## config.mk

```make
export PLATFORM = sky130hd
export DESIGN_NAME = alu_issue_ctrl
export DESIGN_NICKNAME = d
export VERILOG_FILES = /design/src/rtl/alu_issue_ctrl_pkg.sv /design/src/rtl/alu_issue_ctrl_regfile.sv /design/src/rtl/alu_issue_ctrl.sv
export SDC_FILE = /design/constraint.sdc
export NUM_CORES = 1
export LEC_CHECK = 0
export BUFFER_PORTS_ARGS = -buffer_cell sky130_fd_sc_hd__buf_2
export CELL_PAD_IN_SITES_DETAIL_PLACEMENT = 2
export CELL_PAD_IN_SITES_GLOBAL_PLACEMENT = 2
export CORE_MARGIN = 4
export CORE_UTILIZATION = 25
export DETAILED_ROUTE_END_ITERATION = 7
export GPL_TIMING_DRIVEN = 0
export PLACE_DENSITY_LB_ADDON = 0.1
export SETUP_SLACK_MARGIN = 0.5
export SYNTH_ARGS = -nofsm -noshare
export SYNTH_HDL_FRONTEND = slang
export SYNTH_HIERARCHICAL = 1
export SYNTH_SLANG_ARGS = --single-unit
```

## constraint.sdc

```tcl
create_clock -name clk -period 3.4 [get_ports clk]
set_input_delay 0.17 -clock clk [delete_from_list [all_inputs] [get_ports clk]]
set_output_delay 0.17 -clock clk [all_outputs]
set_load 0.005 [all_outputs]
```

## src/rtl/alu_issue_ctrl_pkg.sv

```systemverilog
// Shared definitions for the ALU issue controller: ALU function codes
// (common with the ALU itself), controller FSM states and the
// reserved-function check.
package alu_issue_ctrl_pkg;

    localparam logic [2:0] FUNC_ADD  = 3'd0;
    localparam logic [2:0] FUNC_SUB  = 3'd1;
    localparam logic [2:0] FUNC_ADDI = 3'd2;
    localparam logic [2:0] FUNC_AND  = 3'd3;
    localparam logic [2:0] FUNC_ANDI = 3'd4;
    localparam logic [2:0] FUNC_OR   = 3'd5;

    typedef enum logic [1:0] {
        ST_IDLE  = 2'd0,
        ST_ISSUE = 2'd1,
        ST_WAIT  = 2'd2
    } state_t;

    // Codes 6 and 7 have no ALU operation behind them.
    function automatic logic func_reserved(input logic [2:0] func);
        return (func == 3'd6) || (func == 3'd7);
    endfunction

endpackage

```

## src/rtl/alu_issue_ctrl_regfile.sv

```systemverilog
// Register file for the ALU issue controller: NREGS x DWIDTH, two
// combinational operand read ports, one combinational debug read port and
// one synchronous write port. Register 0 always reads as zero.
module alu_regfile #(
    parameter int DWIDTH = 16,
    parameter int NREGS  = 8,
    parameter int AWIDTH = $clog2(NREGS)
) (
    input  logic              clk,
    input  logic              rst,
    input  logic [AWIDTH-1:0] rs1_addr,
    output logic [DWIDTH-1:0] rs1_data,
    input  logic [AWIDTH-1:0] rs2_addr,
    output logic [DWIDTH-1:0] rs2_data,
    input  logic [AWIDTH-1:0] dbg_addr,
    output logic [DWIDTH-1:0] dbg_data,
    input  logic              wr_en,
    input  logic [AWIDTH-1:0] wr_addr,
    input  logic [DWIDTH-1:0] wr_data
);

    logic [DWIDTH-1:0] regs [NREGS];

    // Clear everything on reset; writes to index 0 are dropped so it stays zero.
    always_ff @(posedge clk) begin
        if (rst) begin
            for (int i = 0; i < NREGS; i++) begin
                regs[i] <= '0;
            end
        end else if (wr_en && (wr_addr != '0)) begin
            regs[wr_addr] <= wr_data;
        end
    end

    assign rs1_data = regs[rs1_addr];
    assign rs2_data = regs[rs2_addr];
    assign dbg_data = regs[dbg_addr];

endmodule

```

## src/rtl/alu_issue_ctrl.sv

```systemverilog
// Issue-side controller for the registered ALU. Accepts one decoded
// operation at a time, reads operands from the local register file at
// accept, strobes the ALU once, waits for its completion strobe and writes
// the result back.
// Optional build macro ALU_TIMEOUT_EN: abort a WAIT that lasts TIMEOUT
// cycles without alu_done, pulsing err_timeout and skipping the write.
module alu_issue_ctrl
    import alu_issue_ctrl_pkg::*;
#(
    parameter int DWIDTH  = 16,
    parameter int NREGS   = 8,
    parameter int AWIDTH  = $clog2(NREGS),
    parameter int TIMEOUT = 15
) (
    input  logic              clk,
    input  logic              rst,
    input  logic              in_valid,
    output logic              in_ready,
    input  logic [2:0]        in_func,
    input  logic [AWIDTH-1:0] in_rd,
    input  logic [AWIDTH-1:0] in_rs1,
    input  logic [AWIDTH-1:0] in_rs2,
    input  logic [DWIDTH-1:0] in_imm,
    output logic              alu_en,
    output logic [2:0]        alu_func,
    output logic [DWIDTH-1:0] alu_a,
    output logic [DWIDTH-1:0] alu_b,
    output logic [DWIDTH-1:0] alu_imm,
    input  logic [DWIDTH-1:0] alu_res,
    input  logic              alu_done,
    output logic              wb_valid,
    output logic [AWIDTH-1:0] wb_rd,
    output logic [DWIDTH-1:0] wb_data,
    output logic              err_illegal,
    output logic              err_timeout,
    input  logic [AWIDTH-1:0] dbg_addr,
    output logic [DWIDTH-1:0] dbg_data
);

    state_t            state_q, state_d;
    logic              accept, reject, wb_we;
    logic [AWIDTH-1:0] rd_q;
    logic [DWIDTH-1:0] rs1_data, rs2_data;

`ifdef ALU_TIMEOUT_EN
    localparam int CNT_W = $clog2(TIMEOUT + 1);
    logic [CNT_W-1:0] wait_cnt;
    logic             tmo;
`endif

    alu_regfile #(
        .DWIDTH (DWIDTH),
        .NREGS  (NREGS),
        .AWIDTH (AWIDTH)
    ) u_regfile (
        .clk      (clk),
        .rst      (rst),
        .rs1_addr (in_rs1),
        .rs1_data (rs1_data),
        .rs2_addr (in_rs2),
        .rs2_data (rs2_data),
        .dbg_addr (dbg_addr),
        .dbg_data (dbg_data),
        .wr_en    (wb_we),
        .wr_addr  (rd_q),
        .wr_data  (alu_res)
    );

    assign in_ready = (state_q == ST_IDLE);

    // FSM state register.
    always_ff @(posedge clk) begin
        if (rst) begin
            state_q <= ST_IDLE;
        end else begin
            state_q <= state_d;
        end
    end

    // Next state plus accept/reject/writeback decisions for this cycle.
    always_comb begin
        state_d = state_q;
        accept  = 1'b0;
        reject  = 1'b0;
        wb_we   = 1'b0;
`ifdef ALU_TIMEOUT_EN
        tmo     = 1'b0;
`endif
        case (state_q)
            ST_IDLE: begin
                if (in_valid) begin
                    if (func_reserved(in_func)) begin
                        reject = 1'b1;
                    end else begin
                        accept  = 1'b1;
                        state_d = ST_ISSUE;
                    end
                end
            end
            ST_ISSUE: state_d = ST_WAIT;
            ST_WAIT: begin
                if (alu_done) begin
                    wb_we   = 1'b1;
                    state_d = ST_IDLE;
                end
`ifdef ALU_TIMEOUT_EN
                else if (wait_cnt == CNT_W'(TIMEOUT - 1)) begin
                    tmo     = 1'b1;
                    state_d = ST_IDLE;
                end
`endif
            end
            default: state_d = ST_IDLE;
        endcase
    end

    // Registered ALU request, writeback report and illegal-func strobe.
    always_ff @(posedge clk) begin
        if (rst) begin
            alu_en      <= 1'b0;
            alu_func    <= '0;
            alu_a       <= '0;
            alu_b       <= '0;
            alu_imm     <= '0;
            rd_q        <= '0;
            wb_valid    <= 1'b0;
            wb_rd       <= '0;
            wb_data     <= '0;
            err_illegal <= 1'b0;
        end else begin
            alu_en      <= accept;
            wb_valid    <= wb_we;
            err_illegal <= reject;
            if (accept) begin
                alu_func <= in_func;
                alu_a    <= rs1_data;
                alu_b    <= rs2_data;
                alu_imm  <= in_imm;
                rd_q     <= in_rd;
            end
            if (wb_we) begin
                wb_rd   <= rd_q;
                wb_data <= alu_res;
            end
        end
    end

`ifdef ALU_TIMEOUT_EN
    // Count WAIT cycles; the count restarts whenever the FSM leaves WAIT.
    always_ff @(posedge clk) begin
        if (rst) begin
            wait_cnt    <= '0;
            err_timeout <= 1'b0;
        end else begin
            err_timeout <= tmo;
            if (state_q == ST_WAIT && state_d == ST_WAIT) begin
                wait_cnt <= wait_cnt + 1'b1;
            end else begin
                wait_cnt <= '0;
            end
        end
    end
`else
    assign err_timeout = 1'b0;
`endif

endmodule

```

Word-level counts from Yosys, hierarchy flattened --
Memories as Yosys holds them, arrays and structs flattened. A register that Yosys moved wholly into a read port is not among the register bits. Index checks and enable logic that the tools add are counted.
Cells by class: equal/unequal tests 7, mux-type cells 18, bitwise gates (word level) 2, reductions and logical operators 7
Operators with widths (count):
- two-way mux 16 bit | 1
- OR reduction 16 bit | 1
- two-way mux 1 bit | 12
- == test 3 bit, second input constant | 2
- two-way mux 2 bit | 3
- inequality test 2 bit, second input constant | 3
- one-hot mux 2 bit (3 select lines) | 1
- two-way mux 3 bit | 1
- AND reduction 3 bit | 1
- nonzero test 3 bit | 1
- OR reduction 3 bit | 1
- == test 2 x 1 -> 1 bit, second input constant | 1
- == test 2 bit, second input constant | 1
- logical NOT 2 bit | 1
- NOT 1 bit | 2
- logical AND 1 bit | 1
- logical OR 1 bit | 1
Word-level totals: flip-flop bits (word level) 46, memory bits (writable) 128, input port bits 51, output and inout bits 91, word-level logic and storage cells 44, memories kept 1
Memories:
- u_regfile.regs | depth 8, bits a word 16, rd ports 3, clocked after Yosys merged registers in 2, write ports 8, RTL line alu_issue_ctrl_regfile.sv:22 | logic [DWIDTH-1:0] regs [NREGS];

Longest topological paths before layout --
depth in word-level cells 8, gate-level depth with buffers 7, gate-level depth less buffers 4

Hierarchy --
The synthesis kept the hierarchy.
Modules (own cells, without submodules):
- alu_regfile | instances 1, cells an instance 468, area each 7881.3 um^2, sequential area each 3843.7 um^2
- alu_issue_ctrl | instances 1, cells an instance 336, area each 3269.4 um^2, sequential area each 1561.5 um^2

Worst setup path after synthesis --
No wires, ideal clock.
path kind register to register, from reg state_q[0], to mem u_regfile.regs[1][0], enable pin, library setup time 0.392 ns, data arrival time 2.423 ns, required time 3.008 ns, setup slack 0.585 ns, cell stages (with the launch flop) 8, path buffers 3, clock period less this slack 2.815 ns, path through dfxtp_1 nand3b_1 inv_1 clkbuf_1 or3b_2 clkbuf_1 buf_2 o21bai_1
RTL lines:
- start, declared | RTL line alu_issue_ctrl.sv:40 | state_t state_q, state_d;
- start signal, assigned | RTL line alu_issue_ctrl.sv:76 | state_q <= state_d;
- end, declared | RTL line alu_issue_ctrl_regfile.sv:22

==> impl_metrics.toml <==
[clock_tree]
cts_inserted_buffers = 27
clockRootBuffer = "clkbuf_16"
clock_latency_ns = 0.55
cts_tree = "done"
h-tree-depth = 1
clock_path_buffers = 3
clock_sinks = 206
path_clk_slew_ns = 0.06

[sta]
finalSetupViolations = 0
fin_skew_ns = 0.01114
finalMaxSlewViolations = 0
period_share_pct = 74.81
holdWs_ns = 0.1812
max_slew.worst_pin.slew_ns = 0.9654
rsz0062_at_grt = "no"
clock.fmax_ghz = 0.3932
hold_viol = 0
period_needed_ns = 2.543
slew-limit-headroom_pct = 35.64
fin_tns_setup_ns = 0

[hold_path]
min_path_type = "in -> reg"

[route]
vias = 7805
drc = 0
vias_per_cell = 4.750
drt_iter0_drc = 383
wire_per_inst_microns = 24.81
firstDrtPassIters = 4
ant_nets = 0
routed_wl_microns = 40770

[setup_path]
critical_path_class = "reg -> reg"
crit_buf_inv = 5
crit_chain = "nand3b_1 -> inv_1 -> clkbuf_2 -> or3b_2 -> clkbuf_1 -> buf_2 -> o21bai_4 -> buf_4"
start_kind = "register"
crit_family = "buffers and inverters"
crit_slowest_cell = "or3b_2"
ff2ff_setup_slack_ns = 0.86
cp.required_ns = 3.66
worstPathMaxFanout = 11
arrival_ns = 2.80
worstSetupEndpointType = "register"
slowest_delay_ns = 0.48

[power]
combPwrFrac_pct = 13.2
p_per_area_nw_per_um2 = 467.9
power_switching_mw = 1.650
worst_ir_drop_vdd_mv = 0.3236
seqPwrFrac_pct = 43.3
p_sw_share_pct = 24.96
p_int_mw = 4.961
clkPwrFrac_pct = 43.5
p_leak_nw = 5.452
finalPower_mw = 6.611

[floorplan]
io_pins = 142
core_area_sq_um = 44120
die_h_microns = 219.2
row_count = 77
chipWidth_microns = 219.2
initial_core_util_pct = 25.27
die_area_sq_um = 48050

[placed_design]
finalWeightedCongestion = 0.8049
port_buffers = 134
dp_hpwl_microns = 30790

[global_route]
grt_first_pass_wirelength_microns = 58790
first_global_vias = 8482
grt_start_max_net_pins = 17
overflow = 0
track_usage_pct = 16.72
grt_antenna_before_repair = 3

[cells_and_area]
final_layout_size_suffix_gt1_share_pct = 26.60
layout.area.seq_sq_um = 5405
fill_cells = 4694
nets = 1081
multi_input_area_sq_um = 5330
area_delta_synth_final_pct = 26.69

[job]
drv_cap = 0

[synth]
ys_seq_area_share_pct = 48.47
ys_warn_count = 6
synth_cell_type_count = 27
synth_area_sq_um = 11150
avgSynthCellArea_sq_um = 13.87
synth-seq-cells = 206
post_synth_inst_count = 804

[outcome]
status = "completed"
-- final timing paths --
| path | startpoint | to | cells after the start |
|---|---|---|---|
| max | state_q[0] | u_regfile/regs[4][0] | 8 |
| min | in_valid | err_illegal | 3 |
| max reg2reg | state_q[0] | u_regfile/regs[4][0] | 8 |
| min reg2reg | wb_rd[1] | wb_rd[1] | 2 |
-- flip-flops by register name, summed over array words and instances, names as in the netlist --
signal,count
alu_en,1
alu_a,16
err_illegal,1
wb_data,16
wb_valid,1
rd_q,3
wb_rd,3
state_q,2
alu_func,3
u_regfile/regs,128
alu_imm,16
alu_b,16
-- worst reg2reg max path, delay by kind of cell (launching register included) --
family | cells | cell delay (ns)
simple gates | 2 | 0.69
buf+inv | 5 | 1.02
compound gates | 1 | 0.19
flops | 1 | 0.34
-- per-layer routing --
metal  vias to the layer above  share of wire, %  global-route usage (%)
met5                         -                 0                       0
met4                         0               1.3                   3.118
met3                        31               4.8                   3.115
met2                       201                47                   27.60
met1                      4006                47                   23.20
li1                       3567                 -                       -
-- cell usage in the layout (no fill, tap or decap), types with 3 or more instances in the layout --
cell type      netlist  routed
nor3_1             113     113
clkbuf_2             3       4
clkinv_1             0       3
mux2i_1             55      55
edfxtp_1           128     128
buf_6               13      13
a21oi_1             19      19
nand2_1             40      40
mux2_2              48      48
buf_4                2       3
dlygate4sd3_1        0      40
mux4_1              84      84
nor2_1               4       4
buf_1               13      13
conb_1               2      17
buf_12               4       8
o21bai_4             0       6
nand2b_1           110     110
bufinv_16            0       4
buf_2                7     141
clkbuf_16            0      27
dfxtp_1             78      78
mux4_2              12      12
inv_1               17      17
clkbuf_1            37      44
clkinv_2             0       4
-- synth_stat cells --
master | number | area share (%)
buf_6 | 13 | 1.3
nand2_1 | 40 | 1.3
buf_1 | 13 | 0.44
conb_1 | 2 | 0.067
or2_2 | 1 | 0.056
buf_4 | 2 | 0.13
clkbuf_1 | 37 | 1.2
a21oi_1 | 19 | 0.85
or3b_1 | 1 | 0.079
mux2_2 | 48 | 4.8
clkbuf_2 | 3 | 0.13
mux4_2 | 12 | 2.4
inv_1 | 17 | 0.57
buf_2 | 7 | 0.31
mux4_1 | 84 | 20
mux2i_1 | 55 | 4.9
dfxtp_1 | 78 | 14
or3b_2 | 1 | 0.079
buf_12 | 4 | 0.72
nand2b_1 | 110 | 6.2
o21bai_1 | 7 | 0.47
nor2_1 | 4 | 0.13
nand3b_1 | 2 | 0.13
a21oi_2 | 1 | 0.079
nor2b_1 | 2 | 0.11
edfxtp_1 | 128 | 34
nor3_1 | 113 | 5.1
-- kinds of logic (layout without fill, tap and decap cells) --
kind of cell    after synthesis  in the layout  share of synthesized area [%]
simple gates                274            274                          13.18
buf+inv                      96            326                          4.870
other cells                   2             19                        0.06735
compound gates               27             27                          1.403
flops                       206            206                          48.47
mux                         199            199                          32.00
-- repair_timing --
| item | 4_1_cts | 5_1_grt |
|---|---|---|
| gates resized for setup | 5 | 3 |
| endpoints found under the setup margin | 73 | 58 |
| hold endpoints to repair | 40 | 0 |
| hold buffers | 40 | 0 |
| pin swaps | 3 | 0 |
| setup buffers | 5 | 0 |
-- area by class of cell --
type,instances,area share (%)
Clock buffer,35,4.995
Timing Repair Buffer,182,8.697
Antenna cell,2,0.03543
Buffer,79,3.401
Clock inverter,13,1.187
Tap cell,592,5.243
Sequential cell,206,38.26
Multi-Input combinational cell,517,37.73
Inverter,17,0.4517
-- stage by stage --
step | cell area, sq um | std cells | util [%] | worst slack, ns
6_report | 14130 | 1643 | 32.02 | 0.8565
5_1_grt | 14120 | 1641 | 32.01 | 0.7015
4_1_cts | 14100 | 1640 | 31.95 | 0.5763
3_5_place_dp | 12700 | 1547 | 28.78 | 0.1127
3_3_place_gp | 12620 | 1545 | 28.60 | -0.4855
2_1_floorplan | 11210 | 819 | - | 0.5847
-- power by group through the flow --
stage	Combinational (mW)	Clock [mW]	Sequential, mW
floorplan	0.511	0	2.87
global placement	0.818	0	2.91
detailed placement	0.832	0	2.92
CTS	0.890	3.00	2.86
global route	0.945	3.10	2.87
finish	0.869	2.88	2.86
(Power assumes the default switching activity.)
